[config.mk]
export PLATFORM = sky130hd
export DESIGN_NAME = glycemic_sample_ctrl_flat
export DESIGN_NICKNAME = d
export VERILOG_FILES = /design/src/rtl/glycemic_sample_ctrl_pkg.sv /design/src/rtl/glycemic_sample_ctrl_if.sv /design/src/rtl/glycemic_sample_ctrl_alarm.sv /design/src/rtl/glycemic_sample_ctrl.sv /design/src/flat_wrapper.sv
export SDC_FILE = /design/constraint.sdc
export NUM_CORES = 1
export LEC_CHECK = 0
export BUFFER_PORTS_ARGS = -buffer_cell sky130_fd_sc_hd__buf_2
export CAP_MARGIN = 10
export CELL_PAD_IN_SITES_DETAIL_PLACEMENT = 1
export CELL_PAD_IN_SITES_GLOBAL_PLACEMENT = 2
export CORE_MARGIN = 10
export CORE_UTILIZATION = 32
export DETAILED_ROUTE_END_ITERATION = 10
export PLACE_DENSITY_LB_ADDON = 0.15
export SYNTH_ARGS = -nofsm -noshare
export SYNTH_HDL_FRONTEND = slang
export SYNTH_SLANG_ARGS = --single-unit
[constraint.sdc]
create_clock -name clk -period 1.9 [get_ports clk]
set_input_delay 0.57 -clock clk [delete_from_list [all_inputs] [get_ports clk]]
set_output_delay 0.57 -clock clk [all_outputs]
set_load 0.03 [all_outputs]
[src/rtl/glycemic_sample_ctrl_pkg.sv]
// Shared types and widths for the glycemic sampling sequencer.
package glycemic_pkg;

    localparam int unsigned GI_W     = 4;
    localparam int unsigned SENSOR_W = 8;

    localparam logic [GI_W-1:0] GI_HIGH_DEF = 4'd10;
    localparam logic [GI_W-1:0] GI_LOW_DEF  = 4'd3;

    typedef enum logic [2:0] {
        IDLE      = 3'd0,
        WAIT_TICK = 3'd1,
        REQ       = 3'd2,
        CALC      = 3'd3,
        ACC       = 3'd4,
        REPORT    = 3'd5
    } gs_state_e;

endpackage

[src/rtl/glycemic_sample_ctrl_if.sv]
// Blood-sensor request/response bus between the sequencer and the sensor.
interface glycemic_sample_ctrl_if;
    import glycemic_pkg::*;

    logic                sensor_req;
    logic                sensor_valid;
    logic [SENSOR_W-1:0] sensor_data;

    // Sequencer side: raises requests, consumes readings
    modport master (
        output sensor_req,
        input  sensor_valid,
        input  sensor_data
    );

    // Sensor side: answers requests with a reading
    modport slave (
        input  sensor_req,
        output sensor_valid,
        output sensor_data
    );

endinterface

[src/rtl/glycemic_sample_ctrl_alarm.sv]
// Run-length alarm tracker: counts consecutive high/low window reports.
module gi_alarm_tracker
    import glycemic_pkg::*;
#(
    parameter logic [GI_W-1:0] GI_HIGH   = GI_HIGH_DEF,
    parameter logic [GI_W-1:0] GI_LOW    = GI_LOW_DEF,
    parameter int unsigned     ALARM_RUN = 2
) (
    input  logic            clk,
    input  logic            rst_n,
    input  logic            i_update,
    input  logic [GI_W-1:0] i_avg,
    output logic            o_alarm_hi,
    output logic            o_alarm_lo
);

    localparam int unsigned      RUN_W   = $clog2(ALARM_RUN + 1);
    localparam logic [RUN_W-1:0] RUN_MAX = RUN_W'(ALARM_RUN);

    logic [RUN_W-1:0] r_hi_run;
    logic [RUN_W-1:0] r_lo_run;
    logic [RUN_W-1:0] w_hi_run_nxt;
    logic [RUN_W-1:0] w_lo_run_nxt;
    logic             r_alarm_hi;
    logic             r_alarm_lo;

    // Saturating run counters, advanced only on a window report
    always_comb begin
        w_hi_run_nxt = r_hi_run;
        w_lo_run_nxt = r_lo_run;
        if (i_update) begin
            if (i_avg >= GI_HIGH)
                w_hi_run_nxt = (r_hi_run == RUN_MAX) ? RUN_MAX : r_hi_run + RUN_W'(1);
            else
                w_hi_run_nxt = '0;
            if (i_avg <= GI_LOW)
                w_lo_run_nxt = (r_lo_run == RUN_MAX) ? RUN_MAX : r_lo_run + RUN_W'(1);
            else
                w_lo_run_nxt = '0;
        end
    end

    // Run counters and alarm flags change on the same edge as the report
    always_ff @(posedge clk or negedge rst_n) begin
        if (!rst_n) begin
            r_hi_run   <= '0;
            r_lo_run   <= '0;
            r_alarm_hi <= 1'b0;
            r_alarm_lo <= 1'b0;
        end else begin
            r_hi_run   <= w_hi_run_nxt;
            r_lo_run   <= w_lo_run_nxt;
            r_alarm_hi <= (w_hi_run_nxt >= RUN_MAX);
            r_alarm_lo <= (w_lo_run_nxt >= RUN_MAX);
        end
    end

    assign o_alarm_hi = r_alarm_hi;
    assign o_alarm_lo = r_alarm_lo;

endmodule

[src/rtl/glycemic_sample_ctrl.sv]
// Periodic blood-sensor sampler feeding the GI calculator, with windowed average and alarms.
module glycemic_sample_ctrl
    import glycemic_pkg::*;
#(
    parameter int unsigned     SAMPLE_PERIOD = 16,
    parameter int unsigned     AVG_LOG2      = 2,
    parameter logic [GI_W-1:0] GI_HIGH       = GI_HIGH_DEF,
    parameter logic [GI_W-1:0] GI_LOW        = GI_LOW_DEF,
    parameter int unsigned     ALARM_RUN     = 2
) (
    input  logic                    clk,
    input  logic                    rst_n,
    input  logic                    enable,
    glycemic_sample_ctrl_if.master  sens,
    output logic [SENSOR_W-1:0]     calc_in,
    input  logic [GI_W-1:0]         calc_out,
    output logic [GI_W-1:0]         gi_avg,
    output logic                    gi_valid,
    output logic                    alarm_hi,
    output logic                    alarm_lo,
    output logic                    overrun
);

    localparam int unsigned       TICK_W    = $clog2(SAMPLE_PERIOD);
    localparam int unsigned       ACC_W     = GI_W + AVG_LOG2;
    localparam int unsigned       CNT_W     = AVG_LOG2 + 1;
    localparam logic [TICK_W-1:0] TICK_LAST = TICK_W'(SAMPLE_PERIOD - 1);
    localparam logic [CNT_W-1:0]  CNT_FULL  = CNT_W'(1 << AVG_LOG2);

    gs_state_e           r_state;
    gs_state_e           w_state_nxt;
    logic [TICK_W-1:0]   r_tick;
    logic [TICK_W-1:0]   w_tick_nxt;
    logic [ACC_W-1:0]    r_acc;
    logic [ACC_W-1:0]    w_acc_nxt;
    logic [CNT_W-1:0]    r_cnt;
    logic [CNT_W-1:0]    w_cnt_nxt;
    logic [SENSOR_W-1:0] r_calc_in;
    logic [SENSOR_W-1:0] w_calc_in_nxt;
    logic [GI_W-1:0]     r_gi_avg;
    logic [GI_W-1:0]     w_gi_avg_nxt;
    logic                r_gi_valid;
    logic                r_sensor_req;
    logic                r_overrun;
    logic                w_overrun_nxt;
    logic                w_report;

    logic                w_tick;
    logic                w_accept;
    logic [ACC_W-1:0]    w_acc_sum;
    logic [CNT_W-1:0]    w_cnt_inc;
    logic                w_win_done;

    assign w_tick     = enable && (r_state != IDLE) && (r_tick == TICK_LAST);
    assign w_accept   = r_sensor_req && sens.sensor_valid;
    assign w_acc_sum  = r_acc + ACC_W'(calc_out);
    assign w_cnt_inc  = r_cnt + CNT_W'(1);
    assign w_win_done = (w_cnt_inc == CNT_FULL);

    // State register
    always_ff @(posedge clk or negedge rst_n) begin
        if (!rst_n) r_state <= IDLE;
        else        r_state <= w_state_nxt;
    end

    // Next-state logic; enable low overrides everything
    always_comb begin
        w_state_nxt = r_state;
        if (!enable) begin
            w_state_nxt = IDLE;
        end else begin
            case (r_state)
                IDLE:      w_state_nxt = WAIT_TICK;
                WAIT_TICK: if (w_tick) w_state_nxt = REQ;
                REQ:       if (w_accept) w_state_nxt = CALC;
                CALC:      w_state_nxt = ACC;
                ACC:       w_state_nxt = w_win_done ? REPORT : WAIT_TICK;
                REPORT:    w_state_nxt = WAIT_TICK;
                default:   w_state_nxt = IDLE;
            endcase
        end
    end

    // Next values of datapath and outputs; the report is committed on the edge into REPORT
    always_comb begin
        w_tick_nxt    = r_tick;
        w_acc_nxt     = r_acc;
        w_cnt_nxt     = r_cnt;
        w_calc_in_nxt = r_calc_in;
        w_gi_avg_nxt  = r_gi_avg;
        w_overrun_nxt = r_overrun;
        w_report      = 1'b0;
        if (!enable) begin
            w_tick_nxt    = '0;
            w_acc_nxt     = '0;
            w_cnt_nxt     = '0;
            w_overrun_nxt = 1'b0;
        end else begin
            if (r_state == IDLE || r_tick == TICK_LAST) w_tick_nxt = '0;
            else                                        w_tick_nxt = r_tick + TICK_W'(1);
            if (w_tick && r_state != WAIT_TICK) w_overrun_nxt = 1'b1;
            if (r_state == REQ && w_accept) w_calc_in_nxt = sens.sensor_data;
            if (r_state == ACC) begin
                if (w_win_done) begin
                    w_gi_avg_nxt = GI_W'(w_acc_sum >> AVG_LOG2);
                    w_acc_nxt    = '0;
                    w_cnt_nxt    = '0;
                    w_report     = 1'b1;
                end else begin
                    w_acc_nxt = w_acc_sum;
                    w_cnt_nxt = w_cnt_inc;
                end
            end
        end
    end

    // Datapath and registered outputs
    always_ff @(posedge clk or negedge rst_n) begin
        if (!rst_n) begin
            r_tick       <= '0;
            r_acc        <= '0;
            r_cnt        <= '0;
            r_calc_in    <= '0;
            r_gi_avg     <= '0;
            r_gi_valid   <= 1'b0;
            r_sensor_req <= 1'b0;
            r_overrun    <= 1'b0;
        end else begin
            r_tick       <= w_tick_nxt;
            r_acc        <= w_acc_nxt;
            r_cnt        <= w_cnt_nxt;
            r_calc_in    <= w_calc_in_nxt;
            r_gi_avg     <= w_gi_avg_nxt;
            r_gi_valid   <= (w_state_nxt == REPORT);
            r_sensor_req <= (w_state_nxt == REQ);
            r_overrun    <= w_overrun_nxt;
        end
    end

    gi_alarm_tracker #(
        .GI_HIGH   (GI_HIGH),
        .GI_LOW    (GI_LOW),
        .ALARM_RUN (ALARM_RUN)
    ) u_alarm (
        .clk        (clk),
        .rst_n      (rst_n),
        .i_update   (w_report),
        .i_avg      (w_gi_avg_nxt),
        .o_alarm_hi (alarm_hi),
        .o_alarm_lo (alarm_lo)
    );

    assign sens.sensor_req = r_sensor_req;
    assign calc_in         = r_calc_in;
    assign gi_avg          = r_gi_avg;
    assign gi_valid        = r_gi_valid;
    assign overrun         = r_overrun;

endmodule

[src/flat_wrapper.sv]
// flat-port wrapper written by rule: the top's interface ports become plain ports
module glycemic_sample_ctrl_flat import glycemic_pkg::*;
#(
    parameter int unsigned     SAMPLE_PERIOD = 16,
    parameter int unsigned     AVG_LOG2      = 2,
    parameter logic [GI_W-1:0] GI_HIGH       = GI_HIGH_DEF,
    parameter logic [GI_W-1:0] GI_LOW        = GI_LOW_DEF,
    parameter int unsigned     ALARM_RUN     = 2
)
  (clk, rst_n, enable, calc_in, calc_out, gi_avg, gi_valid, alarm_hi, alarm_lo, overrun, sens_sensor_req, sens_sensor_valid, sens_sensor_data);
  glycemic_sample_ctrl_if sens_i ();
  input  logic clk;
  input  logic rst_n;
  input  logic enable;
  output logic [SENSOR_W-1:0] calc_in;
  input  logic [GI_W-1:0] calc_out;
  output logic [GI_W-1:0] gi_avg;
  output logic gi_valid;
  output logic alarm_hi;
  output logic alarm_lo;
  output logic overrun;
  output wire logic [$bits(sens_i.sensor_req)-1:0] sens_sensor_req;
  input wire logic [$bits(sens_i.sensor_valid)-1:0] sens_sensor_valid;
  input wire logic [$bits(sens_i.sensor_data)-1:0] sens_sensor_data;
  assign sens_sensor_req = sens_i.sensor_req;
  assign sens_i.sensor_valid = sens_sensor_valid;
  assign sens_i.sensor_data = sens_sensor_data;
  glycemic_sample_ctrl #(.SAMPLE_PERIOD(SAMPLE_PERIOD), .AVG_LOG2(AVG_LOG2), .GI_HIGH(GI_HIGH), .GI_LOW(GI_LOW), .ALARM_RUN(ALARM_RUN)) u_core (.clk(clk), .rst_n(rst_n), .enable(enable), .sens(sens_i), .calc_in(calc_in), .calc_out(calc_out), .gi_avg(gi_avg), .gi_valid(gi_valid), .alarm_hi(alarm_hi), .alarm_lo(alarm_lo), .overrun(overrun));
endmodule
==> reports/metrics.csv, run 1 <==
stage;metric;value;unit
yosys;syn_inst;153;
power;netSwitchingFraction;22.0;%
timing;min_period;1810;ps
route;routed_wl;3850;µm
timing;slew_violations;0;
floorplan;ios;33;
yosys;synth-edff-count;0;
route;drc;0;
global_route;antenna_found_initial;0;
placement;place_hpwl;2910;µm
yosys;synth_top_flop_cell;dfrtp_1;
final_layout;fill_cells;596;
worst_setup_path;r2r_end;u_core.u_alarm.r_lo_run[1];
clocking;cts_root_buf;clkbuf_8;
final_layout;antennaDiodeCount;0;
worst_setup_path;cp_top_family;adder cells;
clocking;clkSlewWorstSetupHoldPaths;90;ps
route;drt-initial-drc-count;14;
worst_setup_path;cp_slowest_stage_delay;390;ps
power;ir_drop;0.360;mV
clocking;clock_path_buffers;2;
route;routedWlPerCell;14.4;µm
final_layout;drive_gt1_share;31.5;%
clocking;insertion_delay;290;ps
yosys;synth.distinct_cells;40;
placement;placed_area;0.00207;mm²
worst_setup_path;path_buf_inv;1;
floorplan;core-area;0.00520;mm²
clocking;cts_tree;done;
timing;max_freq;0.553;GHz
final_layout;final_common_cell;dfrtp_1;
worst_setup_path;cp-start-kind;flip-flop;
worst_setup_path;worstReg2RegStart;u_core.r_acc[0];
global_route;grt_pass1_wl;6710;µm
yosys;syn_area_per_cell;11.5;µm²
yosys;ys_async_sr_fraction;100;%
min_path;min_path_type;input port to async pin;
timing;tightest_slew;608;ps
timing;period_share;95.2;%
final_layout;final_nets;222;
worst_setup_path;rrSetupSlack;90;ps
yosys;syn_area;0.00176;mm²
worst_setup_path;worstPathRequired;2080;ps
global_route;grt-ovfl-total;0;
floorplan;rows;26;
worst_setup_path;crit_type;flip-flop to flip-flop;
clocking;clock_sinks;37;
yosys;seq_area_frac_synth;52.7;%
floorplan;die_area;0.00885;mm²
clocking;cts_buffers;5;
floorplan;die_height;94.1;µm
final_layout;final_cell_mix;dfrtp_1, buf_2, nand2_1;
timing;hold_slack;216;ps
power;p_leak;1.16;nW
final_layout;area_delta_synth_final;25.6;%
placement;pre_cts_ws;-308;ps
global_route;grt_max_degree;38;
worst_setup_path;crit_fanout;4;
placement;port-buffer-count;32;
worst_setup_path;ff2ff_path_depth;8;
yosys;synth_warnings;0;
worst_setup_path;path_cells;ha_4, inv_2, fa_2, nand2b_4, a21oi_4, xor2_2, or2_4, o22ai_1;
timing;relSlewSlack;58.9;%
power;pwr-share-seq;51.1;%
yosys;synth_seq_cells;37;
global_route;grt_pass1_vias;1374;
route;vias;1249;
power;fin_total_pwr;1.55;mW
floorplan;initial_core_util;33.7;%
final_layout;final_area;0.00220;mm²
global_route;track_usage;9.59;%
timing;setup_viol;0;
clocking;htree_levels;2;
power;clockPowerShare;44.7;%
run_status;status;completed;
power;comb_power_share;4.2;%
route;via_per_inst;4.68;
power;p_int;1.21;mW
final_layout;register_area;926;µm²
power;power_density;705;mW/mm²
worst_setup_path;crit_slowest_cell;dfrtp_1;
placement;gp_congestion;0.791;
timing;setup_slack;92.1;ps
route;drtPass1Iterations;2;
timing;clock_skew;12.3;ps
worst_setup_path;crit_path_end_kind;flip-flop;
power;power.switching;0.342;mW
worst_setup_path;critPathArrivalTime;1990;ps
job;maxCapViolCount;0;
yosys;syn_nets;179;
timing;hold_viol;0;
route;antenna_left;0;
final_layout;multi_input_area;808;µm²
floorplan;die_w;94.1;µm
flip-flops by register name, summed over array words and instances (netlist names), 2 cells and up:
register	flops
u_core.r_state	3
u_core.u_alarm.r_lo_run	2
u_core.calc_in	8
u_core.r_acc	6
u_core.u_alarm.r_hi_run	2
u_core.r_cnt	3
u_core.gi_avg	4
u_core.r_tick	4
worst register-to-register path: cells and delay by family, from the launching register on:
kind / cells / cell delay [ps]
simple gates: 2 / 330
buf+inv: 1 / 40
fa+ha+maj: 2 / 500
flops: 1 / 390
xor+xnor: 1 / 240
compound gates: 2 / 210
worst max path at each step:
stage,depth (start not counted),startpoint,to
after floorplan,8,calc_out[0],u_core.u_alarm.o_alarm_lo
after global placement,9,calc_out[0],u_core.u_alarm.o_alarm_hi
after detailed placement,9,calc_out[0],u_core.u_alarm.r_hi_run[1]
after CTS,8,u_core.r_acc[0],u_core.u_alarm.r_hi_run[1]
after global routing,8,u_core.r_acc[0],u_core.u_alarm.r_lo_run[1]
final,8,u_core.r_acc[0],u_core.u_alarm.r_lo_run[1]
layer usage:
metal  global-route usage (%)  vias up  wire [µm]
met5                        0        -          0
met1                     10.3      626       1580
met4                     3.04        0         47
met2                     16.5       15       2050
li1                         -      604          -
met3                     4.24        4        173
kinds of logic (layout without fill, tap and decap cells):
| group | count (synthesis) | after routing | synth area share, % |
|---|---|---|---|
| mux | 10 | 10 | 6.27 |
| xor+xnor | 8 | 8 | 3.99 |
| fa+ha+maj | 10 | 10 | 7.56 |
| buf+inv | 14 | 58 | 3.78 |
| simple gates | 48 | 48 | 15.3 |
| compound gates | 26 | 26 | 10.4 |
| flops | 37 | 37 | 52.7 |
Yosys cell counts, drive strengths merged (3+ instances only):
master | instances | area (µm²)
xor2 | 6 | 52.6
a21oi | 3 | 15.0
nand3 | 4 | 32.5
nand2 | 18 | 70.1
dfrtp | 37 | 926
inv | 9 | 33.8
nor2b | 5 | 31.3
o21ai | 5 | 25.0
a22o | 4 | 35.0
mux2 | 8 | 90.1
buf | 3 | 23.8
nor2 | 11 | 46.3
ha | 9 | 113
o22ai | 6 | 43.8
timing repair:
item                       in CTS  in global routing
buffers inserted                0                  1
hold buffers                    0                  0
gates resized for setup         1                  2
pin swaps                       0                  3
setup endpoints to repair       2                  4
power by group through the flow:
stage	Clock, mW	Sequential (mW)	Combinational [mW]
after detailed placement	0	0.810	0.0673
after global routing	0.763	0.794	0.0746
after CTS	0.713	0.794	0.0675
after global placement	0	0.809	0.0651
after floorplan	0	0.807	0.0219
final	0.694	0.794	0.0657
layout make-up:
cell class,count,area share [%]
Clock buffer,6,3.29
Clock inverter,2,1.76
Inverter,10,1.76
Multi-Input combinational cell,102,36.7
Sequential cell,37,42.0
Tap cell,70,3.97
Timing Repair Buffer,40,10.6
through the flow:
| step | std cells | TNS (ps) | util (%) |
|---|---|---|---|
| 3_3_place_gp | 258 | -1950 | 39.7 |
| 5_1_grt | 267 | -5.62 | 42.4 |
| 2_1_floorplan | 153 | -155 | - |
| 3_5_place_dp | 258 | -1950 | 39.7 |
| 4_1_cts | 266 | 0 | 42.0 |
| 6_report | 267 | 0 | 42.4 |
Note: power is estimated with default switching activity, not from simulation.
==> run 2: changes to the inputs <==
--- a/config.mk
+++ b/config.mk
@@ -12,7 +12,7 @@
 export CORE_MARGIN = 10
 export CORE_UTILIZATION = 32
 export DETAILED_ROUTE_END_ITERATION = 10
-export PLACE_DENSITY_LB_ADDON = 0.15
+export PLACE_DENSITY_LB_ADDON = 0.1
 export SYNTH_ARGS = -nofsm -noshare
 export SYNTH_HDL_FRONTEND = slang
 export SYNTH_SLANG_ARGS = --single-unit
==> reports/metrics.csv, run 2 (same netlist as run 1, synthesis figures left out) <==
stage;metric;value;unit
final_layout;antennaDiodeCount;0;
worst_setup_path;worstPathRequired;2080;ps
clocking;clkSlewWorstSetupHoldPaths;90;ps
route;routed_wl;3870;µm
global_route;grt-ovfl-total;0;
clocking;clock_sinks;37;
global_route;grt_max_degree;21;
placement;port-buffer-count;32;
clocking;clock_path_buffers;2;
global_route;track_usage;9.90;%
route;vias;1258;
worst_setup_path;cp-start-kind;flip-flop;
timing;min_period;1830;ps
placement;gp_congestion;0.793;
timing;period_share;96.1;%
run_status;status;completed;
final_layout;final_nets;222;
job;maxCapViolCount;0;
route;drtPass1Iterations;4;
timing;max_freq;0.548;GHz
clocking;htree_levels;2;
clocking;cts_buffers;5;
floorplan;rows;26;
final_layout;area_delta_synth_final;26.5;%
power;p_leak;1.16;nW
route;via_per_inst;4.71;
route;drc;0;
floorplan;initial_core_util;33.7;%
route;antenna_left;0;
clocking;cts_tree;done;
timing;tightest_slew;619;ps
worst_setup_path;crit_path_end_kind;flip-flop;
timing;clock_skew;14.3;ps
final_layout;final_area;0.00222;mm²
route;wl_met2;2120;µm
min_path;min_path_type;input port to async pin;
route;routedWlPerCell;14.5;µm
clocking;insertion_delay;300;ps
timing;relSlewSlack;58.2;%
worst_setup_path;crit_type;flip-flop to flip-flop;
route;wl_met3;159;µm
power;power_density;699;mW/mm²
placement;placed_area;0.00207;mm²
floorplan;core-area;0.00520;mm²
placement;place_hpwl;2990;µm
global_route;grt_pass1_vias;1456;
timing;slew_violations;0;
timing;hold_viol;0;
final_layout;drive_gt1_share;33.0;%
floorplan;die_height;94.1;µm
global_route;antenna_found_initial;0;
clocking;cts_root_buf;clkbuf_8;
route;drt-initial-drc-count;19;
worst_setup_path;critPathArrivalTime;2010;ps
global_route;grt_pass1_wl;6960;µm
route;top_layer;met4;
clocking;cts-hold-fix-buffers;0;
floorplan;ios;33;
final_layout;final_common_cell;dfrtp_1;
final_layout;largest_register_ffs;8;
final_layout;final_cells;267;
route;wl_met1;1530;µm
final_layout;final_cell_mix;dfrtp_1, buf_2, nand2_1;
power;ir_drop;0.377;mV
floorplan;die_w;94.1;µm
placement;dp_cells;258;
floorplan;die_area;0.00885;mm²
worst_setup_path;crit_fanout;4;
timing;setup_viol;0;
==> run 2: critical path, stage by stage (launching register included) <==
cell      delay [ps]
dfrtp_1          400
ha_4             150
inv_2             30
fa_2             350
nand2b_4         150
a21oi_4          140
xor2_2           240
or2_4            190
o22ai_2           60
==> run 2: what timing repair did <==
| action | in CTS | in global routing |
|---|---|---|
| gates resized for setup | 1 | 4 |
| pin swaps | 0 | 5 |
| setup endpoints to repair | 2 | 6 |
| setup buffers | 0 | 2 |
==> run 2: where the power goes <==
part	total [mW]	internal (mW)	switching, mW
logic	0.0660	0.0272	0.0388
clock network	0.692	0.393	0.299
registers	0.794	0.790	0.00427
==> run 2: final timing paths <==
| check | startpoint | endpoint | slack (ps) | cells after the start |
|---|---|---|---|---|
| max in group asynchronous | rst_n | u_core.calc_in[5] | 1220 | 2 |
| worst max register to register | u_core.r_acc[0] | u_core.u_alarm.r_lo_run[0] | 70 | 8 |
| worst min-delay path | rst_n | u_core.r_state[2] | 200 | 1 |
| worst min register to register | u_core.r_tick[0] | u_core.r_tick[0] | 470 | 1 |
| min in group clk | u_core.r_tick[0] | u_core.r_tick[0] | 470 | 1 |
| worst max-delay path | u_core.r_acc[0] | u_core.u_alarm.r_lo_run[0] | 70 | 8 |
==> run 2: layout make-up <==
class	count	area, µm²
Clock buffer	5	68.8
Multi-Input combinational cell	102	821
Timing Repair Buffer	40	233
Fill cell	572	2980
Tap cell	70	87.6
Inverter	10	38.8
Sequential cell	37	926
Clock inverter	3	46.3
==> run 2: stage by stage <==
stage	hold slack, ps	TNS, ps	utilization (%)	setup slack [ps]	total power [mW]
2_1_floorplan	274	-155	-	-31.8	0.829
3_3_place_gp	445	-1650	39.7	-255	0.875
3_5_place_dp	463	-1890	39.7	-312	0.878
4_1_cts	202	0	42.0	29.3	1.59
5_1_grt	202	-97.4	42.7	-35.1	1.64
6_report	203	0	42.7	74.8	1.55
==> run 2: routing by layer <==
layer | GRT usage [%] | vias up
met5 | 0 | -
met4 | 3.42 | 0
met3 | 4.00 | 7
met2 | 17.6 | 14
met1 | 10.3 | 629
li1 | - | 608
==> run 3: changes to the inputs <==
--- a/config.mk
+++ b/config.mk
@@ -7,12 +7,13 @@
 export LEC_CHECK = 0
 export BUFFER_PORTS_ARGS = -buffer_cell sky130_fd_sc_hd__buf_2
 export CAP_MARGIN = 10
-export CELL_PAD_IN_SITES_DETAIL_PLACEMENT = 1
-export CELL_PAD_IN_SITES_GLOBAL_PLACEMENT = 2
+export CELL_PAD_IN_SITES_DETAIL_PLACEMENT = 0
+export CELL_PAD_IN_SITES_GLOBAL_PLACEMENT = 1
 export CORE_MARGIN = 10
 export CORE_UTILIZATION = 32
 export DETAILED_ROUTE_END_ITERATION = 10
 export PLACE_DENSITY_LB_ADDON = 0.1
+export SLEW_MARGIN = 20
 export SYNTH_ARGS = -nofsm -noshare
 export SYNTH_HDL_FRONTEND = slang
 export SYNTH_SLANG_ARGS = --single-unit
==> reports/metrics.csv, run 3 (same netlist as run 1, synthesis figures left out) <==
stage;metric;value;unit
placement;pre_cts_ws;-299;ps
worst_setup_path;ff2ff_path_depth;8;
clocking;cts_tree;done;
worst_setup_path;crit_path_end_kind;flip-flop;
timing;max_freq;0.555;GHz
clocking;clkSlewWorstSetupHoldPaths;80;ps
final_layout;drive_gt1_share;31.5;%
final_layout;final_cells;267;
global_route;grt-ovfl-total;0;
clocking;insertion_delay;290;ps
floorplan;core-area;0.00520;mm²
clocking;cts_root_buf;clkbuf_8;
worst_setup_path;crit_fanout;4;
floorplan;die_area;0.00885;mm²
timing;setup_viol;0;
job;maxCapViolCount;0;
placement;gp_congestion;0.794;
route;drc;0;
clocking;clock_path_buffers;2;
route;vias;1207;
worst_setup_path;r2r_end;u_core.u_alarm.r_lo_run[1];
timing;rsz0062_at_grt;no;
run_status;status;completed;
floorplan;die_height;94.1;µm
timing;hold_viol;0;
route;via_per_inst;4.52;
global_route;track_usage;8.63;%
power;fin_total_pwr;1.39;mW
timing;slew_violations;0;
final_layout;final_cell_mix;dfrtp_1, buf_2, nand2_1;
worst_setup_path;cp_slowest_stage_delay;390;ps
timing;tightest_slew;606;ps
placement;dp_cells;258;
timing;setup_slack;99.8;ps
power;power_density;638;mW/mm²
timing;relSlewSlack;59.1;%
worst_setup_path;cp-start-kind;flip-flop;
route;routedWlPerCell;13.2;µm
clocking;cts-hold-fix-buffers;0;
global_route;grt_max_degree;20;
route;antenna_left;0;
floorplan;rows;26;
timing;min_period;1800;ps
final_layout;area_delta_synth_final;24.2;%
worst_setup_path;path_cells;ha_4, inv_2, fa_2, nand2b_4, a21oi_4, xor2_2, or2_4, o22ai_1;
worst_setup_path;rrSetupSlack;100;ps
floorplan;ios;33;
global_route;antenna_found_initial;0;
floorplan;die_w;94.1;µm
clocking;htree_levels;2;
min_path;min_path_type;input port to async pin;
power;ir_drop;0.393;mV
power;p_leak;1.14;nW
timing;clock_skew;9.83;ps
floorplan;initial_core_util;33.7;%
clocking;cts_buffers;5;
route;drt-initial-drc-count;11;
global_route;grt_pass1_wl;6070;µm
clocking;clock_sinks;37;
final_layout;antennaDiodeCount;0;
placement;port-buffer-count;32;
global_route;grt_pass1_vias;1330;
worst_setup_path;worstPathRequired;2070;ps
route;drtPass1Iterations;2;
worst_setup_path;crit_type;flip-flop to flip-flop;
worst_setup_path;crit_slowest_cell;dfrtp_1;
timing;period_share;94.7;%
final_layout;final_common_cell;dfrtp_1;
final_layout;final_nets;222;
placement;place_hpwl;2800;µm
worst_setup_path;worstReg2RegStart;u_core.r_acc[0];
route;routed_wl;3540;µm
worst_setup_path;critPathArrivalTime;1970;ps
final_layout;largest_register_ffs;8;
==> run 3: cell count changes in the layout (fill, tap and decap cells not counted), sizes merged <==
| cell | previous run | this run |
|---|---|---|
| clkinv | 2 | 1 |
| clkbuf | 5 | 6 |
| bufinv | 1 | 0 |
| clkinvlp | 1 | 2 |
==> run 3: what timing repair did <==
action | 4_1_cts | 5_1_grt
endpoints found under the setup margin | 4 | 5
buffers inserted | 0 | 1
pin swaps | 0 | 4
resized for setup | 1 | 2
==> run 3: how the worst max path moves through the flow <==
stage	cells after the start	from	endpoint	slack, ps
after floorplan	8	calc_out[0]	u_core.u_alarm.o_alarm_lo	-30
after global placement	9	calc_out[0]	u_core.u_alarm.o_alarm_hi	-270
after detailed placement	9	calc_out[0]	u_core.u_alarm.o_alarm_hi	-300
after CTS	8	u_core.r_acc[0]	u_core.u_alarm.o_alarm_hi	30
after global routing	8	u_core.r_acc[0]	u_core.u_alarm.r_lo_run[1]	20
final	8	u_core.r_acc[0]	u_core.u_alarm.r_lo_run[1]	100
==> run 3: power by group <==
part           switching [mW]  internal (mW)  total [mW]
registers             0.00409          0.790       0.794
clock network           0.275          0.258       0.534
logic                  0.0370         0.0270      0.0639
==> run 3: layout make-up <==
type | count | area [µm²]
clock inverter | 2 | 15.0
tap | 70 | 87.6
inverter | 10 | 38.8
sequential | 37 | 926
multi-input combinational | 102 | 808
timing repair buffer | 40 | 233
clock buffer | 6 | 72.6
fill | 523 | 3020
==> run 3: routing by layer <==
metal	vias to the layer above	global-route usage, %	routed length, µm
li1	607	-	-
met1	578	8.98	1460
met2	15	15.4	1880
met3	7	3.04	144
met4	0	3.42	51
met5	-	0	0
==> run 3: worst max-delay path: cells and delay by family, from the launching register on <==
| family | cells | cell delay (ps) |
|---|---|---|
| buf+inv | 1 | 30 |
| fa+ha+maj | 2 | 480 |
| flops | 1 | 390 |
| simple gates | 2 | 330 |
| xor+xnor | 1 | 250 |
| compound gates | 2 | 210 |
==> run 3: through the flow <==
step                      instance area [µm²]  hold WS, ps  setup TNS (ps)  util, %
after floorplan                          1780          274            -155        -
after global placement                   2070          445           -2040     39.7
after detailed placement                 2070          453           -2160     39.7
after CTS                                2160          218               0     41.5
after global routing                     2180          234               0     41.9
final                                    2180          215               0     41.9
